$ cat src/rtl/branch_redirect_unit_pkg.sv
// Shared definitions for the branch redirect unit.
// Holds the control-flow opcodes, the branch funct3 codes, the FSM state
// encoding and the target alignment helper.
package branch_redirect_unit_pkg;

    localparam logic [6:0] OPC_JAL    = 7'b1101111;
    localparam logic [6:0] OPC_JALR   = 7'b1100111;
    localparam logic [6:0] OPC_BRANCH = 7'b1100011;

    localparam logic [2:0] F3_BEQ  = 3'b000;
    localparam logic [2:0] F3_BNE  = 3'b001;
    localparam logic [2:0] F3_BLT  = 3'b100;
    localparam logic [2:0] F3_BGE  = 3'b101;
    localparam logic [2:0] F3_BLTU = 3'b110;
    localparam logic [2:0] F3_BGEU = 3'b111;

    typedef enum logic [1:0] {
        S_IDLE     = 2'd0,
        S_REDIRECT = 2'd1,
        S_DRAIN    = 2'd2
    } state_t;

    // With 16-bit alignment only bit 0 matters; with 32-bit alignment both
    // low bits must be clear.
    function automatic logic target_misaligned(input logic [1:0] lsb, input int ialign);
        if (ialign == 16) begin
            return lsb[0];
        end
        return (lsb != 2'b00);
    endfunction

endpackage

$ cat src/rtl/branch_redirect_unit_if.sv
// Redirect channel from the branch redirect unit to the fetch PC mux.
//   redirect_valid : a redirect target is pending (master -> slave)
//   redirect_ready : fetch takes the redirect     (slave -> master)
//   redirect_pc    : new fetch PC                 (master -> slave)
interface branch_redirect_unit_if #(
    parameter int XLEN = 32
);
    logic            redirect_valid;
    logic            redirect_ready;
    logic [XLEN-1:0] redirect_pc;

    modport master (
        output redirect_valid,
        output redirect_pc,
        input  redirect_ready
    );

    modport slave (
        input  redirect_valid,
        input  redirect_pc,
        output redirect_ready
    );
endinterface

$ cat src/rtl/branch_redirect_unit_cmp.sv
// Branch condition evaluator (combinational).
//   funct3   : branch condition select
//   rs1, rs2 : source operands
//   cond     : 1 when the selected condition holds; 0 for reserved codes
module branch_cmp
    import branch_redirect_unit_pkg::*;
#(
    parameter int XLEN = 32
) (
    input  logic [2:0]      funct3,
    input  logic [XLEN-1:0] rs1,
    input  logic [XLEN-1:0] rs2,
    output logic            cond
);

    logic signed [XLEN-1:0] rs1_s;
    logic signed [XLEN-1:0] rs2_s;

    assign rs1_s = rs1;
    assign rs2_s = rs2;

    always_comb begin
        cond = 1'b0;
        case (funct3)
            F3_BEQ:  cond = (rs1 == rs2);
            F3_BNE:  cond = (rs1 != rs2);
            F3_BLT:  cond = (rs1_s < rs2_s);
            F3_BGE:  cond = (rs1_s >= rs2_s);
            F3_BLTU: cond = (rs1 < rs2);
            F3_BGEU: cond = (rs1 >= rs2);
            default: cond = 1'b0;
        endcase
    end

endmodule

$ cat src/rtl/branch_redirect_unit.sv
// Execute-stage branch/jump resolution and fetch redirect.
// Resolves JAL, JALR and BRANCH, checks target alignment and drives a
// registered redirect to fetch, then holds younger stages flushed for
// FLUSH_CYCLES drain cycles.
//   clk, rst        : clock, synchronous active-high reset
//   ex_valid/ready  : EX candidate handshake (ready only in IDLE)
//   opcode, funct3, pc, rs1, rs2, imm : EX instruction fields
//   link_addr       : pc+4 (combinational) for JAL/JALR writeback
//   redir           : redirect channel to fetch (valid/ready/pc)
//   flush           : kill all stages younger than EX
//   taken           : one-cycle pulse, accepted instruction redirected
//   misalign_exc    : one-cycle pulse, taken target misaligned
//   misalign_addr   : offending target while misalign_exc=1
module branch_redirect_unit
    import branch_redirect_unit_pkg::*;
#(
    parameter int XLEN         = 32,
    parameter int IALIGN       = 32,
    parameter int FLUSH_CYCLES = 2
) (
    input  logic                   clk,
    input  logic                   rst,
    input  logic                   ex_valid,
    output logic                   ex_ready,
    input  logic [6:0]             opcode,
    input  logic [2:0]             funct3,
    input  logic [XLEN-1:0]        pc,
    input  logic [XLEN-1:0]        rs1,
    input  logic [XLEN-1:0]        rs2,
    input  logic [XLEN-1:0]        imm,
    output logic [XLEN-1:0]        link_addr,
    branch_redirect_unit_if.master redir,
    output logic                   flush,
    output logic                   taken,
    output logic                   misalign_exc,
    output logic [XLEN-1:0]        misalign_addr
);

    localparam logic [3:0] FLUSH_INIT = 4'(FLUSH_CYCLES);

    state_t          state_q, state_d;
    logic            rv_q, rv_d;
    logic [XLEN-1:0] rpc_q, rpc_d;
    logic            flush_q, flush_d;
    logic [3:0]      cnt_q, cnt_d;
    logic            taken_q, taken_d;
    logic            mis_q, mis_d;
    logic [XLEN-1:0] maddr_q, maddr_d;

    logic            cond;
    logic            is_taken;
    logic [XLEN-1:0] target;
    logic            accept;

    branch_cmp #(.XLEN(XLEN)) u_cmp (
        .funct3 (funct3),
        .rs1    (rs1),
        .rs2    (rs2),
        .cond   (cond)
    );

    always_comb begin
        is_taken = 1'b0;
        target   = pc + imm;
        case (opcode)
            OPC_JAL:    is_taken = 1'b1;
            OPC_JALR: begin
                is_taken = 1'b1;
                target   = (rs1 + imm) & ~XLEN'(1);
            end
            OPC_BRANCH: is_taken = cond;
            default:    is_taken = 1'b0;
        endcase
    end

    assign accept    = ex_valid && (state_q == S_IDLE);
    assign ex_ready  = (state_q == S_IDLE);
    assign link_addr = pc + XLEN'(4);

    always_comb begin
        state_d = state_q;
        rv_d    = rv_q;
        rpc_d   = rpc_q;
        flush_d = flush_q;
        cnt_d   = cnt_q;
        taken_d = 1'b0;
        mis_d   = 1'b0;
        maddr_d = '0;
        case (state_q)
            S_IDLE: begin
                if (accept && is_taken) begin
                    if (target_misaligned(target[1:0], IALIGN)) begin
                        mis_d   = 1'b1;
                        maddr_d = target;
                    end else begin
                        rpc_d   = target;
                        rv_d    = 1'b1;
                        flush_d = 1'b1;
                        taken_d = 1'b1;
                        state_d = S_REDIRECT;
                    end
                end
            end
            S_REDIRECT: begin
                if (redir.redirect_ready) begin
                    rv_d = 1'b0;
                    if (FLUSH_CYCLES == 0) begin
                        flush_d = 1'b0;
                        state_d = S_IDLE;
                    end else begin
                        cnt_d   = FLUSH_INIT;
                        state_d = S_DRAIN;
                    end
                end
            end
            S_DRAIN: begin
                // Leaving on count 1 yields exactly FLUSH_CYCLES drain cycles.
                if (cnt_q <= 4'd1) begin
                    cnt_d   = '0;
                    flush_d = 1'b0;
                    state_d = S_IDLE;
                end else begin
                    cnt_d = cnt_q - 4'd1;
                end
            end
            default: begin
                state_d = S_IDLE;
                rv_d    = 1'b0;
                flush_d = 1'b0;
                cnt_d   = '0;
            end
        endcase
    end

    always_ff @(posedge clk) begin
        if (rst) begin
            state_q <= S_IDLE;
            rv_q    <= 1'b0;
            rpc_q   <= '0;
            flush_q <= 1'b0;
            cnt_q   <= '0;
            taken_q <= 1'b0;
            mis_q   <= 1'b0;
            maddr_q <= '0;
        end else begin
            state_q <= state_d;
            rv_q    <= rv_d;
            rpc_q   <= rpc_d;
            flush_q <= flush_d;
            cnt_q   <= cnt_d;
            taken_q <= taken_d;
            mis_q   <= mis_d;
            maddr_q <= maddr_d;
        end
    end

    assign redir.redirect_valid = rv_q;
    assign redir.redirect_pc    = rpc_q;
    assign flush                = flush_q;
    assign taken                = taken_q;
    assign misalign_exc         = mis_q;
    assign misalign_addr        = maddr_q;

endmodule
$ cat src/flat_wrapper.sv
// flat-port wrapper written by rule: the top's interface ports become plain ports
module branch_redirect_unit_flat import branch_redirect_unit_pkg::*;
#(
    parameter int XLEN         = 32,
    parameter int IALIGN       = 32,
    parameter int FLUSH_CYCLES = 2
)
  (clk, rst, ex_valid, ex_ready, opcode, funct3, pc, rs1, rs2, imm, link_addr, flush, taken, misalign_exc, misalign_addr, redir_redirect_valid, redir_redirect_pc, redir_redirect_ready);
  branch_redirect_unit_if #(.XLEN(XLEN)) redir_i ();
  input  logic clk;
  input  logic rst;
  input  logic ex_valid;
  output logic ex_ready;
  input  logic [6:0] opcode;
  input  logic [2:0] funct3;
  input  logic [XLEN-1:0] pc;
  input  logic [XLEN-1:0] rs1;
  input  logic [XLEN-1:0] rs2;
  input  logic [XLEN-1:0] imm;
  output logic [XLEN-1:0] link_addr;
  output logic flush;
  output logic taken;
  output logic misalign_exc;
  output logic [XLEN-1:0] misalign_addr;
  output wire logic [$bits(redir_i.redirect_valid)-1:0] redir_redirect_valid;
  output wire logic [$bits(redir_i.redirect_pc)-1:0] redir_redirect_pc;
  input wire logic [$bits(redir_i.redirect_ready)-1:0] redir_redirect_ready;
  assign redir_redirect_valid = redir_i.redirect_valid;
  assign redir_redirect_pc = redir_i.redirect_pc;
  assign redir_i.redirect_ready = redir_redirect_ready;
  branch_redirect_unit #(.XLEN(XLEN), .IALIGN(IALIGN), .FLUSH_CYCLES(FLUSH_CYCLES)) u_core (.clk(clk), .rst(rst), .ex_valid(ex_valid), .ex_ready(ex_ready), .opcode(opcode), .funct3(funct3), .pc(pc), .rs1(rs1), .rs2(rs2), .imm(imm), .link_addr(link_addr), .redir(redir_i), .flush(flush), .taken(taken), .misalign_exc(misalign_exc), .misalign_addr(misalign_addr));
endmodule
$ cat config.mk
export PLATFORM = sky130hd
export DESIGN_NAME = branch_redirect_unit_flat
export DESIGN_NICKNAME = d
export VERILOG_FILES = /design/src/rtl/branch_redirect_unit_pkg.sv /design/src/rtl/branch_redirect_unit_if.sv /design/src/rtl/branch_redirect_unit_cmp.sv /design/src/rtl/branch_redirect_unit.sv /design/src/flat_wrapper.sv
export SDC_FILE = /design/constraint.sdc
export NUM_CORES = 1
export LEC_CHECK = 0
export CAP_MARGIN = 20
export CORE_MARGIN = 5
export CORE_UTILIZATION = 41
export DETAILED_ROUTE_END_ITERATION = 8
export GPL_TIMING_DRIVEN = 0
export PLACE_DENSITY = 0.73
export SYNTH_ARGS = -nofsm -noshare
export SYNTH_HDL_FRONTEND = slang
export SYNTH_SLANG_ARGS = --single-unit
$ cat constraint.sdc
create_clock -name clk -period 5.5 [get_ports clk]
set_input_delay 1.65 -clock clk [delete_from_list [all_inputs] [get_ports clk]]
set_output_delay 1.65 -clock clk [all_outputs]
set_load 0.05 [all_outputs]
# After elaboration in Yosys (flattened, before gate mapping)
# Index checks and enable logic that the tools add are counted.
[classes]
mul = 0
n_reduce_logical = 13
shifts = 0
div = 0
n_mux = 19
n_eq_ne = 16
bitwise = 5
addsub = 4
magnitude_cmp = 5
[op_table]
columns = ["cell", "count"]
rows = [
  ["$add A32 B32 Y32", 2],
  ["$ge A32 B32 Y1", 2],
  ["$lt A32 B32 Y1", 2],
  ["$add A32 B3 Y32 const B", 1],
  ["$eq A32 B32 Y1", 1],
  ["$mux W32", 1],
  ["$ne A32 B32 Y1", 1],
  ["$eq A7 B7 Y1 const B", 3],
  ["$eq A3 B3 Y1 const B", 4],
  ["$pmux W4 S3", 1],
  ["$reduce_and A4 Y1", 3],
  ["$mux W2", 4],
  ["$mux W4", 2],
  ["$mux W1", 6],
  ["$pmux W1 S3", 2],
  ["$pmux W1 S6", 1],
  ["$pmux W2 S3", 1],
  ["$not A1 Y1", 5],
  ["$le A4 B1 Y1 const B", 1],
  ["$ne A2 B1 Y1 const B", 2],
  ["$ne A2 B2 Y1 const B", 2],
  ["$reduce_or A4 Y1", 1],
  ["$sub A4 B1 Y4 const B", 1],
  ["$eq A3 B1 Y1 const B", 1],
  ["other kinds (11)", 12],
]
[totals]
latchBits = 0
rom_bits = 0
regBits = 74
ramBits = 0
n_memories = 0

# Logic depth before layout (Yosys ltp)
[logic_depth]
depth_word = 6
depth_mapped = 12
ltp_nobuf = 12

# Hierarchy
# A second synthesis with hierarchy kept.
[hier_totals]
cells_unflattened = 1008
hier_area_um2 = 7642.3
[by_module_without_submodules]
columns = ["mod", "area_per_inst_um2", "cells_each", "instances"]
rows = [
  ["branch_redirect_unit", 6718.9, 880, 1],
  ["branch_cmp", 923.4, 128, 1],
]

# Worst setup path before layout
# OpenSTA, ideal clock, no wires.
[synth_path]
path_type = "input port to output port"
startpoint = "input port pc[13]"
endpoint = "output port link_addr[28]"
arrival_ns = 3.611
cell_stages = 7
required_ns = 3.850
path_slack_ns = 0.239
path_cell_list = "and4_1 and3_1 and4_1 and4_1 nand3_1 nor2_1 xor2_1"
[synth_between]
elab_chain_cells = 1
[synth_lines]
columns = ["item", "line_no", "rtl"]
rows = [
  ["from (decl)", "flat_wrapper.sv:16", "input logic [XLEN-1:0] pc;"],
  ["$add A32 B3 Y32", "branch_redirect_unit.sv:78", "assign link_addr = pc + XLEN'(4);"],
  ["to (decl)", "flat_wrapper.sv:20", "output logic [XLEN-1:0] link_addr;"],
]
# No other way between the ends.

# Final worst setup path
[layout_path]
startpoint = "input port pc[3]"
endpoint = "output port link_addr[28]"
# The elaborated chain is that of the path after synthesis.

==> reports/summary.txt <==
Slew @ Worst Pin = 0.7317 ns
Die H = 144.3 um
Hold-fix buffers, CTS = 0
Worst path cell trace = clkdlybuf4s50_1 -> ha_2 -> and3_4 -> nor2b_2 -> buf_6 -> nand3_2 -> nor2_1 -> xor2_1 -> buf_4
Core ar. = 17840 sq um
DRT Pass-1 Iters = 5
Pleak = 4.355 nW
Outcome = finished clean
Routed WL = 26.07 mm
Main area contributors after synthesis = dfxtp_1 (20%), ha_1 (17%), xnor2_1 (7.1%), nor2_1 (5.3%), a21oi_1 (5.1%)
Post-synth top area share = 0.2004
Vias in the first global route = 7512
Min-Delay Path Class = flip-flop to flip-flop
Initial antenna violation count = 0
Post-synth EDFFs = 0
Int Power = 1.231 mW
Worst r2r path cells = 8
Sink Count = 74
Post-DP HPWL = 22.06 mm
Hold Path Origin = u_core.cnt_q[1]$_SDFFE_PP0P_
#FFs+latches synth = 74
Row cnt = 49
Syn avg cell area = 7.879 sq um
VDD IR max = 0.2103 mV
Iteration-0 DRC Markers = 567
Crit path DAT = 3.70 ns
Final Skew = 0.004760 ns
Total grt overflow = 0
Switching Fraction = 0.3466
Gpl congestion = 0.9022
Share of cells above drive strength 1 = 0.07023
Via count = 8010
Hold path depth = 2
YS warnings = 0
Distinct cells, synth = 75
Non-filler cells, final = 1425
Slowest stage delay, CP = 0.58 ns
Root Buffer = clkbuf_16
First-pass GRT wire length = 39.41 mm
Slowest-stage cell, CP = clkdlybuf4s50_1
Minimum clock period = 5.354 ns
CTS buffer count = 9
Per-cell routed wire length = 18.29 um
Mapped Area = 7391 sq um
Crit Path Category = input port to output pin
Switching Power = 652.9 uW
IO Pins = 243
Max Freq = 0.1868 GHz
Final-report setup violation count = 0
CTS tree = yes
Synth Instances = 938
CP Launch Type = input port
Combinational power share = 0.413
Crit path required time = 3.85 ns
Maxcap violations = 0
Final nets = 1436
Final antenna-violating net count = 0
Buffers added on ports = 241
Setup TNS = 0 ns
Area growth syn-to-layout = 40.41%
Worst R2R Setup Slack = 3.23 ns
Period utilization = 0.9735
RR Startpoint = u_core.state_q[1]$_SDFFE_PP0P_
Initial core utilization = 0.4143
Reg-to-reg endpoint = u_core.redir.redirect_pc[17]$_SDFFE_PP0P_
Relative slew margins = 0.5122
Flop pwr share = 0.286
Number of instances in the placed design = 1408
Via density = 5.621
Max-slew violations = 0
PD cells = 181.5 nW/um^2
Worst-path clk slew = 0.05 ns
Largest net degree at the start of global routing = 12
Clock power share = 0.302
Worst-Skew Late Latency = 0.33 ns
Width of the chip = 144.3 um
Post-synth net total = 1182
Die ar. = 20810 sq um
CP Buf/Inv Count = 3
CP top delay family = buffers and inverters
Residual DRC = 0
Ant diodes = 0
Nature of the critical path endpoint = output pin
Crit path max fanout = 7
H-tree depth = 3
Main synth FF type = dfxtp_1
Sequential element share of the synthesized area = 0.2004
Yosys top cell by area = dfxtp_1
Async SR Flop Fraction = 0
Hold Path End = u_core.cnt_q[1]$_SDFFE_PP0P_
Final Hold Vio Count = 0
GRT Total Usage = 0.2401
Clock buffer depth = 2
cells in the final DEF (no fill, tap or decap), types with 5 or more instances in the layout:
cell type and count:
nand4_1 20, and2_1 7, dfxtp_1 74, or2_2 5, xor2_1 14, a211oi_1 36
and4_1 7, o211ai_1 7, clkbuf_16 9, nor3_1 21, o21ai_0 42, o21bai_1 7
xnor2_1 60, mux2i_1 6, ha_1 99, nand2_1 63, nand2b_1 8, inv_1 55
clkdlybuf4s50_1 211, buf_4 5, o21a_1 11, a21oi_1 76, nor2b_1 11, a221oi_1 5
o2111ai_1 6, nand3b_1 5, and3_1 16, dlygate4sd2_1 5, a21o_1 32, dlymetal6s2s_1 5
nor2_1 102, clkbuf_1 18, nand3_1 15, buf_2 19, a31oi_1 15
kinds of logic (layout without fill, tap and decap cells):
logic type	after synthesis	count (layout)	share of synthesized area
DFF	74	74	0.2004
AOI/OAI and AO/OA	287	287	0.2688
xor gates and xnor gates	74	74	0.08769
and+or+nand+nor	311	311	0.2101
muxes	8	8	0.01168
adders and majority gates	102	102	0.1747
buffers and inverters	82	340	0.04655
Yosys cell counts (7+ instances only):
cell,n
and2_1,7
nand2b_1,8
o21ai_0,42
xnor2_1,60
nand4_1,20
nor2_1,104
nand2_1,63
a211oi_1,36
o21a_1,11
a31oi_1,15
nor2b_1,12
nor3_1,21
xor2_1,14
and4_1,10
ha_1,100
dfxtp_1,74
clkbuf_1,17
nand3_1,16
and3_1,18
inv_1,55
o21bai_1,7
a21oi_1,76
o211ai_1,7
a21o_1,32
repair_timing:
| action | 4_1_cts | 5_1_grt |
|---|---|---|
| gates resized for setup | 89 | 34 |
| endpoints found under the setup margin | 21 | 20 |
| pin swaps | 0 | 2 |
| buffers inserted | 1 | 1 |
flip-flops by register name, summed over array words and instances, names as in the netlist:
signal	count
u_core.taken	1
u_core.redir.redirect_valid	1
u_core.cnt_q	4
u_core.redir.redirect_pc	32
u_core.misalign_exc	1
u_core.flush	1
u_core.state_q	2
u_core.misalign_addr	32
power groups by stage:
stage               Sequential [mW]  Combinational (mW)  Clock, mW
global placement              0.550               0.764          0
detailed placement            0.550               0.771          0
CTS                           0.538               0.771      0.575
floorplan                     0.555               0.480          0
finish                        0.538               0.777      0.568
global route                  0.538               0.842      0.599
stage by stage:
step,cell area (sq um),hold slack (ns),power [mW],setup slack [ns],util
final,10380,0.4717,1.883,0.1460,0.5817
after global placement,10090,0.4587,1.314,-0.9803,0.5655
after detailed placement,10090,0.4644,1.321,-1.014,0.5655
after global routing,10380,0.4948,1.980,-0.0002052,0.5817
after floorplan,7391,0.4397,1.035,0.2390,-
after CTS,10400,0.4725,1.884,0.002689,0.5828
worst max path at each step:
stage / startpoint / endpoint / slack [ns] / cells after the start
after floorplan: pc[13] / link_addr[28] / 0.24 / 7
after global placement: pc[4] / link_addr[31] / -0.98 / 8
after detailed placement: pc[4] / link_addr[31] / -1.01 / 8
after CTS: pc[4] / link_addr[13] / 0.003 / 8
after global routing: pc[3] / link_addr[28] / -0.0002 / 9
final: pc[3] / link_addr[28] / 0.15 / 9
layer usage:
layer  global-route usage  up-vias  wire length, um
met2               0.3966      315            11980
li1                     -     3958                -
met4              0.06627        0              462
met3              0.02943       30             2043
met5                    0        -                0
met1               0.3313     3707            11580
layout make-up:
| class | count | area (sq um) |
|---|---|---|
| tap | 229 | 286.5 |
| fill | 1641 | 7463 |
| clock buffer | 12 | 246.5 |
| clock inverter | 3 | 40.04 |
| timing repair buffer | 243 | 2369 |
| multi-input combinational | 782 | 5603 |
| sequential | 74 | 1481 |
| buffer | 27 | 145.1 |
| inverter | 55 | 206.4 |
tightest hold or removal path: stages, from the launching register on:
cell     delay [ns]
dfxtp_1        0.32
nand2_1        0.06
a21oi_1        0.05
Power figures use the tool's default switching activity.
